<file path="src/rtl/traffic_pkg.sv">
// Light encodings, controller state enum and small helpers shared by the traffic controllers.
// WALK is present only when INTERSECTION_SCHEDULER_PED_EN is defined.
package traffic_pkg;

  localparam logic [1:0] RED    = 2'b00;
  localparam logic [1:0] GREEN  = 2'b01;
  localparam logic [1:0] YELLOW = 2'b10;

  typedef enum logic [2:0] {
    ST_IDLE,
    ST_GREEN,
    ST_YELLOW,
    ST_ALLRED
`ifdef INTERSECTION_SCHEDULER_PED_EN
    ,
    ST_WALK
`endif
  } state_t;

  // Place one 2-bit colour on approach idx; every other approach stays red.
  function automatic logic [7:0] lamp(input logic [1:0] idx, input logic [1:0] color);
    lamp = 8'(color) << {idx, 1'b0};
  endfunction

  function automatic int unsigned umax(input int unsigned a, input int unsigned b);
    umax = (a > b) ? a : b;
  endfunction

endpackage

</file>
<file path="src/rtl/rr_arbiter4.sv">
// Combinational 4-way round-robin pick: first requester after last, wrapping back to last.
module rr_arbiter4 (
  input  logic [3:0] req,
  input  logic [1:0] last,
  output logic       valid,
  output logic [1:0] idx
);

  logic [1:0] cand;

  // Scan offsets from farthest to nearest so the nearest requester wins.
  always_comb begin
    valid = |req;
    idx   = last;
    cand  = last;
    for (int k = 4; k >= 1; k--) begin
      cand = last + 2'(k);
      if (req[cand]) idx = cand;
    end
  end

endmodule

</file>
<file path="src/rtl/intersection_scheduler.sv">
// Four-approach intersection scheduler with round-robin service and timed phases.
// Define INTERSECTION_SCHEDULER_PED_EN to add the pedestrian button and WALK phase.
module intersection_scheduler
  import traffic_pkg::*;
#(
  parameter int unsigned MIN_GREEN = 4,
  parameter int unsigned MAX_GREEN = 10,
  parameter int unsigned YELLOW_T  = 3,
  parameter int unsigned ALLRED_T  = 1,
  parameter int unsigned WALK_T    = 6
) (
  input  logic       clk,
  input  logic       reset,
  input  logic       tick,
  input  logic [3:0] req,
`ifdef INTERSECTION_SCHEDULER_PED_EN
  input  logic       ped_req,
`endif
  output logic [7:0] light,
  output logic [1:0] grant,
  output logic       walk
);

  localparam int unsigned TMAX = umax(umax(MAX_GREEN, MIN_GREEN), umax(umax(YELLOW_T, ALLRED_T), WALK_T));
  localparam int unsigned TW   = $clog2(TMAX + 1);
  localparam int unsigned EW   = TW + 1;

  state_t        state;
  logic [TW-1:0] timer;
  logic [EW-1:0] elapsed;
  logic          rr_valid;
  logic [1:0]    rr_idx;
  logic          ped_any;
  logic          contest;

  rr_arbiter4 u_rr (
    .req   (req),
    .last  (grant),
    .valid (rr_valid),
    .idx   (rr_idx)
  );

`ifdef INTERSECTION_SCHEDULER_PED_EN
  logic pend;
  assign ped_any = pend | ped_req;
`else
  assign ped_any = 1'b0;
`endif

  // elapsed counts the tick arriving this cycle, so a phase of N ticks ends when elapsed >= N.
  always_comb begin
    elapsed = {1'b0, timer} + EW'(1);
    contest = (|(req & ~(4'(1) << grant))) | ped_any;
  end

  always_ff @(posedge clk) begin
    if (reset) begin
      state <= ST_IDLE;
      timer <= '0;
      grant <= 2'd3;
      light <= 8'h00;
      walk  <= 1'b0;
`ifdef INTERSECTION_SCHEDULER_PED_EN
      pend  <= 1'b0;
`endif
    end else begin
`ifdef INTERSECTION_SCHEDULER_PED_EN
      if (ped_req) pend <= 1'b1;
`endif
      if (tick && (timer != TW'(MAX_GREEN))) timer <= timer + TW'(1);

      case (state)
        ST_IDLE: begin
          if (rr_valid) begin
            state <= ST_GREEN;
            timer <= '0;
            grant <= rr_idx;
            light <= lamp(rr_idx, GREEN);
          end
`ifdef INTERSECTION_SCHEDULER_PED_EN
          else if (ped_any) begin
            state <= ST_ALLRED;
            timer <= '0;
          end
`endif
        end

        ST_GREEN: begin
          if (tick && (elapsed >= EW'(MIN_GREEN)) && contest) begin
            state <= ST_YELLOW;
            timer <= '0;
            light <= lamp(grant, YELLOW);
          end
        end

        ST_YELLOW: begin
          if (tick && (elapsed >= EW'(YELLOW_T))) begin
            state <= ST_ALLRED;
            timer <= '0;
            light <= 8'h00;
          end
        end

        ST_ALLRED: begin
          if (tick && (elapsed >= EW'(ALLRED_T))) begin
            timer <= '0;
`ifdef INTERSECTION_SCHEDULER_PED_EN
            if (ped_any) begin
              state <= ST_WALK;
              walk  <= 1'b1;
              pend  <= 1'b0;
            end else
`endif
            if (rr_valid) begin
              state <= ST_GREEN;
              grant <= rr_idx;
              light <= lamp(rr_idx, GREEN);
            end else begin
              state <= ST_IDLE;
            end
          end
        end

`ifdef INTERSECTION_SCHEDULER_PED_EN
        ST_WALK: begin
          if (tick && (elapsed >= EW'(WALK_T))) begin
            timer <= '0;
            walk  <= 1'b0;
            if (rr_valid) begin
              state <= ST_GREEN;
              grant <= rr_idx;
              light <= lamp(rr_idx, GREEN);
            end else begin
              state <= ST_IDLE;
            end
          end
        end
`endif

        default: begin
          state <= ST_IDLE;
          timer <= '0;
          light <= 8'h00;
          walk  <= 1'b0;
        end
      endcase
    end
  end

endmodule
</file>
<file path="config.mk">
export PLATFORM = sky130hd
export DESIGN_NAME = intersection_scheduler
export DESIGN_NICKNAME = d
export VERILOG_FILES = /design/src/rtl/traffic_pkg.sv /design/src/rtl/rr_arbiter4.sv /design/src/rtl/intersection_scheduler.sv
export SDC_FILE = /design/constraint.sdc
export NUM_CORES = 1
export LEC_CHECK = 0
export CELL_PAD_IN_SITES_DETAIL_PLACEMENT = 1
export CELL_PAD_IN_SITES_GLOBAL_PLACEMENT = 1
export CORE_ASPECT_RATIO = 1.2
export CORE_UTILIZATION = 43
export CTS_BUF_LIST = sky130_fd_sc_hd__clkbuf_4 sky130_fd_sc_hd__clkbuf_8 sky130_fd_sc_hd__clkbuf_16
export DETAILED_ROUTE_END_ITERATION = 12
export PLACE_DENSITY_LB_ADDON = 0.1
export SETUP_SLACK_MARGIN = 0.3
export SLEW_MARGIN = 40
export SYNTH_ARGS = -nofsm -noshare
export SYNTH_HDL_FRONTEND = slang
export SYNTH_SLANG_ARGS = --single-unit
</file>
<file path="constraint.sdc">
create_clock -name clk -period 3.2 [get_ports clk]
set_input_delay 0.64 -clock clk [delete_from_list [all_inputs] [get_ports clk]]
set_output_delay 0.64 -clock clk [all_outputs]
set_load 0.01 [all_outputs]
</file>
# Word-level counts from Yosys, hierarchy flattened
# Index checks and enable logic that the tools add are counted.
# word_totals
inputBits	7
output_inout_bits	11
regBits	17
# op_classes
bitwise_logic	2
shift	3
eq_ne	8
n_addsub	5
reduce_logical	12
muxes	29
order_cmp	6
# ops
operator	n
$mux 8	4
$pmux 8 s4	1
$mux 4	5
$pmux 4 s4	1
$mux 3	4
$pmux 3 s4	1
$mux 2	5
$lt 2x3->1 const B	3
$ne 2x2->1 const B	4
$reduce_or 4->1	2
$shl 1x3->8 const A	1
$shl 2x3->8 const A	1
$bmux 1 s2	3
$eq 3x2->1 const B	2
$add 4x1->5 const B	1
$ge 5x1->1 const B	1
$ge 5x2->1 const B	1
$ge 5x3->1 const B	1
$logic_and 1x1->1	5
$add 2x2->2 const B	2
$add 4x1->4 const B	1
$and 4x4->4	1
$mux 1	4
$ne 4x4->1 const B	1
10 further kinds	10

# Logic depth before layout (Yosys ltp)
# Gate-level depths: netlist (run 1).
# depth
word_depth	10
depth_mapped	8

# By module
# Synthesis (run 1) repeated with hierarchy kept, for this count alone.
# unflattened
cells_unflattened	125
hier_area_um2	1149.9
# by_module_without_submodules
mod	seq_area_each_um2	n_inst	area_per_inst_um2	cells_per_inst
intersection_scheduler	320.3	1	1063.5	113
rr_arbiter4	0.0	1	86.3	12

# Least setup slack after synthesis (run 1)
# OpenSTA, ideal clock, no wires.
# synth_timing
kind	register -> register
startpoint	reg grant[0]
endpoint	reg state[1]
path_slack_ns	1.031
required_ns	3.076
t_arrival_ns	2.045
setup_ns	0.124
path_stages_with_launch	9
cell_sequence	dfxtp_1 clkbuf_1 inv_1 ha_1 o22ai_1 o221ai_2 a221oi_2 mux2i_1 nor2_1
# synth_via
elab_chain_cells	7
# synth_rtl
element	line	source
from (decl)	intersection_scheduler.sv:20	output logic [1:0] grant,
from (signal assigned)	intersection_scheduler.sv:77	grant <= rr_idx;
from (signal assigned)	intersection_scheduler.sv:116	grant <= rr_idx;
$shl 1x2->4	intersection_scheduler.sv:53	contest = (|(req & ~(4'(1) << grant))) | ped_any;
$not 4->4	intersection_scheduler.sv:53	
$and 4x4->4	intersection_scheduler.sv:53	
$reduce_or 4->1	intersection_scheduler.sv:53	
$logic_and 1x1->1	intersection_scheduler.sv:89	if (tick && (elapsed >= EW'(MIN_GREEN)) && contest) begin
$ne 2x2->1 (no source line)	n/a	
$reduce_and 4->1 (no source line)	n/a	
to (signal assigned)	intersection_scheduler.sv:58	state <= ST_IDLE;
to (signal assigned)	intersection_scheduler.sv:90	state <= ST_YELLOW;
to (signal assigned)	intersection_scheduler.sv:98	state <= ST_ALLRED;
to (decl)	intersection_scheduler.sv:28	state_t state;
# No other way between the ends.
# A chain may end at the register's enable or synchronous reset.

# Final worst setup path (run 1)
# layout_timing
startpoint	reg timer[0]
endpoint	reg timer[2]
# layout_via
elab_chain_cells	6
elab_cells_between_ends	17
# layout_rtl
element	line	source
from (decl)	intersection_scheduler.sv:29	logic [TW-1:0] timer;
from (signal assigned)	intersection_scheduler.sv:70	if (tick && (timer != TW'(MAX_GREEN))) timer <= timer + TW'(1);
$add 4x1->5	intersection_scheduler.sv:52	elapsed = {1'b0, timer} + EW'(1);
$ge 5x3->1	intersection_scheduler.sv:89	
$logic_and 1x1->1 (2 in a row)	intersection_scheduler.sv:89	
$mux 4	intersection_scheduler.sv:89	
$pmux 4 s4 (*)	intersection_scheduler.sv:72	case (state)
# Mark *: on every way between the ends. The rest lies on a longest branch, timed or not.

==> metrics.md, run 1 <==
| Metric | Value |
|---|---|
| CTS clk-pin slew, worst paths | `roughly 0.10 ns` |
| Share of cells above drive strength 1 | `0.117` |
| Hold path startpoint | `light[6]$_SDFFE_PP0P_` |
| CTS tree | `yes` |
| Clk Tree Root Cell | `clkbuf_4` |
| Yosys warns | `0` |
| Footprint of the multi-input gates | `between 800 and 900 um^2` |
| Fin. max-slew vios | `0` |
| Final setup viols | `0` |
| Pre-CTS WS | `0.589 ns` |
| Starting density of the core | `0.461` |
| Peak fanout along the critical path | `5` |
| Initial antenna violation count | `0` |
| Register Area | `320 um^2` |
| GRT overflow | `0` |
| Post-CTS Repair Setup Buffers | `0` |
| Hold-fix buffers at CTS | `0` |
| Final period utilization | `0.741` |
| DRT iter0 DRCs | `35` |
| DP HPWL | `2180 um` |
| Fillers | `332` |
| Port Buffers | `16` |
| Placed inst area | `1390 um^2` |
| Via count | `1,077` |
| Post-Route WL | `~2800 um` |
| R2R Path Start | `timer[0]$_SDFF_PP0_` |
| Crit path launch type | `flip-flop` |
| CP required | `3.44 ns` |
| Synth top area cells | `dfxtp_1, ha_1, nor2_1` |
| ANT cells | `0` |
| CP arrival | `~2.6 ns` |
| Area of the mapped netlist | `1200 um^2` |
| PwrDens | `735 nW/um^2` |
| Number of synthesized flops with an enable pin | `0` |
| CP Class | `reg2reg` |
| Area growth syn-to-layout | `18.5%` |
| Drt wl/cell | `15.1 um` |
| Post-synth top cells | `dfxtp_1, nor2_1, ha_1` |
| First-pass DRT Iterations | `2` |
| Status | `complete, no violations` |
| PnR worst setup slack | `0.830 ns` |
| Post-detailed-route DRC marker count | `0` |
| RSZ-0062 raised after global routing | `no` |
| Dominant synthesized flop cell | `dfxtp_1` |
| Worst VDD drop | `about 370 uV` |
| Top-area cell type share of the netlist area | `0.267` |
| WHS Endpoint | `light[6]$_SDFFE_PP0P_` |
| Reg-to-reg endpoint | `timer[2]$_SDFF_PP0_` |
| TritonCTS Buffers | `3` |
| Fin nets | `175` |
| Clock Skew | `0.00375 ns` |
| Worst r2r path cells | `8` |
| Post-CTS Resized | `0` |
| Core ar. | `around 2600 um^2` |
| Worst Hold Class | `reg2reg` |
| Clock sinks | `16` |
| Vias in the first global route | `1,086` |
| Final Hold Fails | `0` |
| Rows | `20` |
| Post-synth ARST share | `0` |
| Largest net degree at the start of global routing | `13` |
| # IOs | `18` |
| Die area | `3010 um^2` |
| Max Fclk | `422 MHz` |
| Synth Instances | `136` |
| Vias per inst | `5.76` |
| Post-route minimum period | `around 2.4 ns` |
| Area leader, netlist | `dfxtp_1` |
| Die width | `50.2 um` |
| LEAKAGE | `0.579 nW` |
| Cell area after layout | `1420 um^2` |
| #FFs+latches synth | `16` |
| Worst hold stages | `1` |
| Setup TNS | `0 ns` |
| Worst-skew pair later-pin latency | `0.29 ns` |
| Total GRT Usage | `0.219` |
| First-pass GRT wire length | `4970 um` |
| DIE HEIGHT | `59.9 um` |
| Antenna Violating Nets Remaining | `0` |
| Seq/Total Area, Yosys | `0.267` |
| Cell variety after synth | `44` |
| Final GP Congestion | `0.900` |
| Maxcap violations | `0` |
| Syn avg cell area | `around 8.8 um^2` |
| H-tree level count | `1` |
| CTS max path bufs | `2` |
| Post-synthesis net count | `~160` |
| CP endpoint kind | `flip-flop` |
| Critical path launch point | `timer[0]$_SDFF_PP0_` |
| Flop2flop setup slack | `0.83 ns` |
==> stage by stage <==
step / instances / power, mW / utilization / hold slack (ns)
2_1_floorplan: 136 / 0.722 / - / 0.490
3_3_place_gp: 183 / 0.892 / 0.532 / 0.445
3_5_place_dp: 183 / 0.908 / 0.532 / 0.459
4_1_cts: 187 / 1.05 / 0.546 / 0.482
5_1_grt: 187 / 1.13 / 0.546 / 0.502
6_report: 187 / 1.04 / 0.546 / 0.476
==> flip-flops by register name, indices dropped and copies added (netlist names) <==
register and cells:
timer 4, state 2, grant 2, light 8
==> area by class of cell <==
cell class                      count  share of cell area
Sequential cell                    16               0.225
Timing Repair Buffer               18               0.123
Clock buffer                        4              0.0255
Tap cell                           33              0.0290
Multi-Input combinational cell    105               0.568
Inverter                           11              0.0290
==> worst max-delay path, cell delays in order, from the launching register on <==
cell and delay (ns):
dfxtp_1 0.45, inv_2 0.11, ha_1 0.34, nor4b_1 0.36
o211ai_1 0.23, o221ai_2 0.16, a221oi_2 0.12, or3_4 0.44
nor2_1 0.11
==> logic make-up (layout without fill, tap and decap cells) <==
logic type               count (synthesis)  after routing  synth area share
adder cells (fa/ha/maj)                 13             13             0.136
XOR/XNOR                                 6              6            0.0438
other                                    1              1           0.00313
multiplexers                             8              8            0.0699
AND/OR/NAND/NOR                         48             48             0.208
buffers and inverters                   15             33            0.0605
flip-flops                              16             16             0.267
AO/OA/AOI/OAI                           29             29             0.213
==> report_power, final <==
group / total, mW / switching, mW / internal, mW
Clock: 0.141 / 0.0713 / 0.0694
Sequential: 0.295 / 0.0473 / 0.248
Combinational: 0.609 / 0.322 / 0.287
==> how the worst max path moves through the flow <==
stage | to | slack [ns]
finish | timer[2]$_SDFF_PP0_ | 0.83
detailed placement | light[4]$_SDFFE_PP0P_ | 0.59
floorplan | state[1]$_SDFFE_PP0P_ | 1.03
global route | timer[0]$_SDFF_PP0_ | 0.60
global placement | light[6]$_SDFFE_PP0P_ | 0.63
CTS | timer[2]$_SDFF_PP0_ | 0.82
==> metal layers <==
metal	share of wire	wire (um)	up-vias	track usage
met2	0.49	1390	13	0.383
met4	0.014	39	0	0.0857
met1	0.48	1340	535	0.270
met5	0	0	-	0
met3	0.018	50	5	0.0305
li1	-	-	524	-
==> cell usage in the layout (no fill, tap or decap), types with 4 or more instances in the layout <==
cell              n
nor2_1           16
dfxtp_1          16
clkdlybuf4s50_1  16
ha_1             13
inv_1            10
nand2_1           8
and2_1            5
nand3_1           5
mux2i_1           5
o21ai_0           4
xnor2_1           4
o2bb2ai_1         4
(Power assumes the default switching activity.)
==> run 2: changes to the inputs <==
Settings changed: CORE_UTILIZATION 43 to 36.
Clock period 3.2 ns to 1.95 ns, I/O delays scaled along.
==> metrics.md, run 2 (synthesized netlist as in run 1, its figures left out) <==
| Metric | Value |
|---|---|
| Maxcap violations | `0` |
| Clock sinks | `16` |
| TritonCTS Buffers | `3` |
| Net Switching | `roughly 0.84 mW` |
| Commonest non-fill, non-tap cell in the layout | `buf_4` |
| Fin. max-slew vios | `0` |
| Biggest register | `light` |
| Post-route minimum period | `around 2 ns` |
| CP arrival | `2.24 ns` |
| Drt wl/cell | `16.1 um` |
| Port Buffers | `16` |
| Final period utilization | `1.03` |
| Area growth syn-to-layout | `45.5%` |
| Antenna Violating Nets Remaining | `0` |
| Fillers | `361` |
| Core ar. | `3110 um^2` |
| # IOs | `18` |
| Power Internal | `about 1.2 mW` |
| Cell area after layout | `between 1500 and 2000 um^2` |
| GRT overflow | `0` |
| Max Fclk | `about 500 MHz` |
| Clock power frac | `0.092` |
| Total GRT Usage | `0.224` |
| Final Hold Fails | `0` |
| First-pass GRT wire length | `5880 um` |
| Pwr Total | `2.02 mW` |
| Die area | `3570 um^2` |
| Hold-fix buffers at CTS | `0` |
| Final GP Congestion | `0.760` |
| Peak fanout along the critical path | `4` |
| First-pass DRT Iterations | `4` |
| Via count | `1,158` |
| Max reg flops | `8` |
| Final setup viols | `14` |
| Clock Skew | `just under 0.003 ns` |
| Post-Route WL | `about 3500 um` |
| CP Class | `reg2reg` |
| Crit path launch type | `flip-flop` |
| DIE HEIGHT | `roughly 65 um` |
| CP required | `2.18 ns` |
| Combinational Power Share | `0.659` |
| Worst VDD drop | `between 500 and 600 uV` |
| Rows | `22` |
| CTS max path bufs | `2` |
| Fin nets | `200` |
| Vias in the first global route | `1,272` |
| Sw Share | `0.416` |
| Share of cells above drive strength 1 | `0.363` |
| DRT iter0 DRCs | `7` |
| CTS clk-pin slew, worst paths | `0.09 ns` |
| Top Registers | `light (8), timer (4)` |
| PwrDens | `between 1000 and 1500 nW/um^2` |
| Hold_ws | `0.472 ns` |
| Failing checks | `negative setup slack` |
| Vias per inst | `between 5 and 6` |
| Die width | `about 55 um` |
| CTS tree | `yes` |
| ANT cells | `0` |
| Worst Hold Class | `reg2reg` |
| RSZ-0062 raised after global routing | `yes` |
| Worst-skew pair later-pin latency | `0.29 ns` |
| Placed inst area | `1600 um^2` |
| Largest net degree at the start of global routing | `11` |
| Initial antenna violation count | `0` |
| LEAKAGE | `around 0.74 nW` |
| Final Core Density | `0.561` |
| Starting density of the core | `0.386` |
| PnR worst setup slack | `-0.0625 ns` |
| Status | `finished, violations left` |
| Most frequent cells in the layout | `buf_4, nor2_1, clkdlybuf4s50_1` |
| H-tree level count | `1` |
| Clk Tree Root Cell | `clkbuf_4` |
| Reg power frac | `0.249` |
| CP endpoint kind | `flip-flop` |
| Post-detailed-route DRC marker count | `0` |
| Setup TNS | `-0.613 ns` |
| DP HPWL | `between 2000 and 3000 um` |
run 2: changes by cell type in the layout (fill, tap and decap cells not counted), moves of 3 or more:
cell,delta
inv_1,-3
dlymetal6s2s_1,+3
ha_1,-4
buf_4,+23
dfxtp_1,-6
clkdlybuf4s50_1,-4
dfxtp_2,+3
dfxtp_4,+3
run 2: layout make-up:
cell class / count / area (um^2) / area share
tap: 36 / 45.0 / 0.0258
clock inverter: 1 / 3.75 / 0.00215
clock buffer: 3 / 22.5 / 0.0129
sequential: 16 / 335 / 0.192
timing repair buffer: 43 / 377 / 0.216
multi-input combinational: 105 / 918 / 0.526
inverter: 11 / 43.8 / 0.0251
run 2: path summary, 6_finish.rpt:
check | startpoint | end | slack (ns) | depth (start not counted)
setup / recovery | timer[1]$_SDFF_PP0_ | light[2]$_SDFFE_PP0P_ | -0.06 | 9
setup reg to reg | timer[1]$_SDFF_PP0_ | light[2]$_SDFFE_PP0P_ | -0.06 | 9
hold reg to reg | light[4]$_SDFFE_PP0P_ | light[4]$_SDFFE_PP0P_ | 0.47 | 1
hold / removal | light[4]$_SDFFE_PP0P_ | light[4]$_SDFFE_PP0P_ | 0.47 | 1
run 2: timing repair:
| action | CTS | global route |
|---|---|---|
| resized for setup | 12 | 10 |
| setup buffers | 0 | 2 |
| pin swaps | 5 | 3 |
| setup endpoints to repair | 17 | 18 |
| hold endpoints to repair | 0 | 0 |
run 2: per-stage QoR:
stage / instances / setup WS, ns
finish: 215 / -0.0625
global route: 215 / -0.165
CTS: 213 / -0.0266
detailed placement: 209 / -0.361
global placement: 209 / -0.239
floorplan: 136 / 0.0965
run 2: power by group through the flow:
stage          logic [mW]  clock network (mW)  registers, mW
2_1_floorplan       0.715                   0          0.518
3_3_place_gp         1.16                   0          0.494
3_5_place_dp         1.20                   0          0.501
4_1_cts              1.26               0.188          0.496
5_1_grt              1.45               0.210          0.515
6_report             1.33               0.185          0.503
run 2: metal layers:
layer	up-vias	routed length [um]	part of all wire	global-route usage
li1	571	-	-	-
met1	574	1490	0.43	0.250
met2	11	1880	0.54	0.413
met3	2	55	0.016	0.0301
met4	0	22	0.0064	0.0705
met5	-	0	0	0
run 2: critical path, stage by stage, from the launching register on:
cell and delay [ns]:
dfxtp_4 0.40, inv_2 0.05, ha_4 0.24, a2111o_1 0.42, o221ai_4 0.24, a211oi_4 0.08
buf_4 0.15, buf_4 0.13, nor2_4 0.12, o2bb2ai_1 0.12
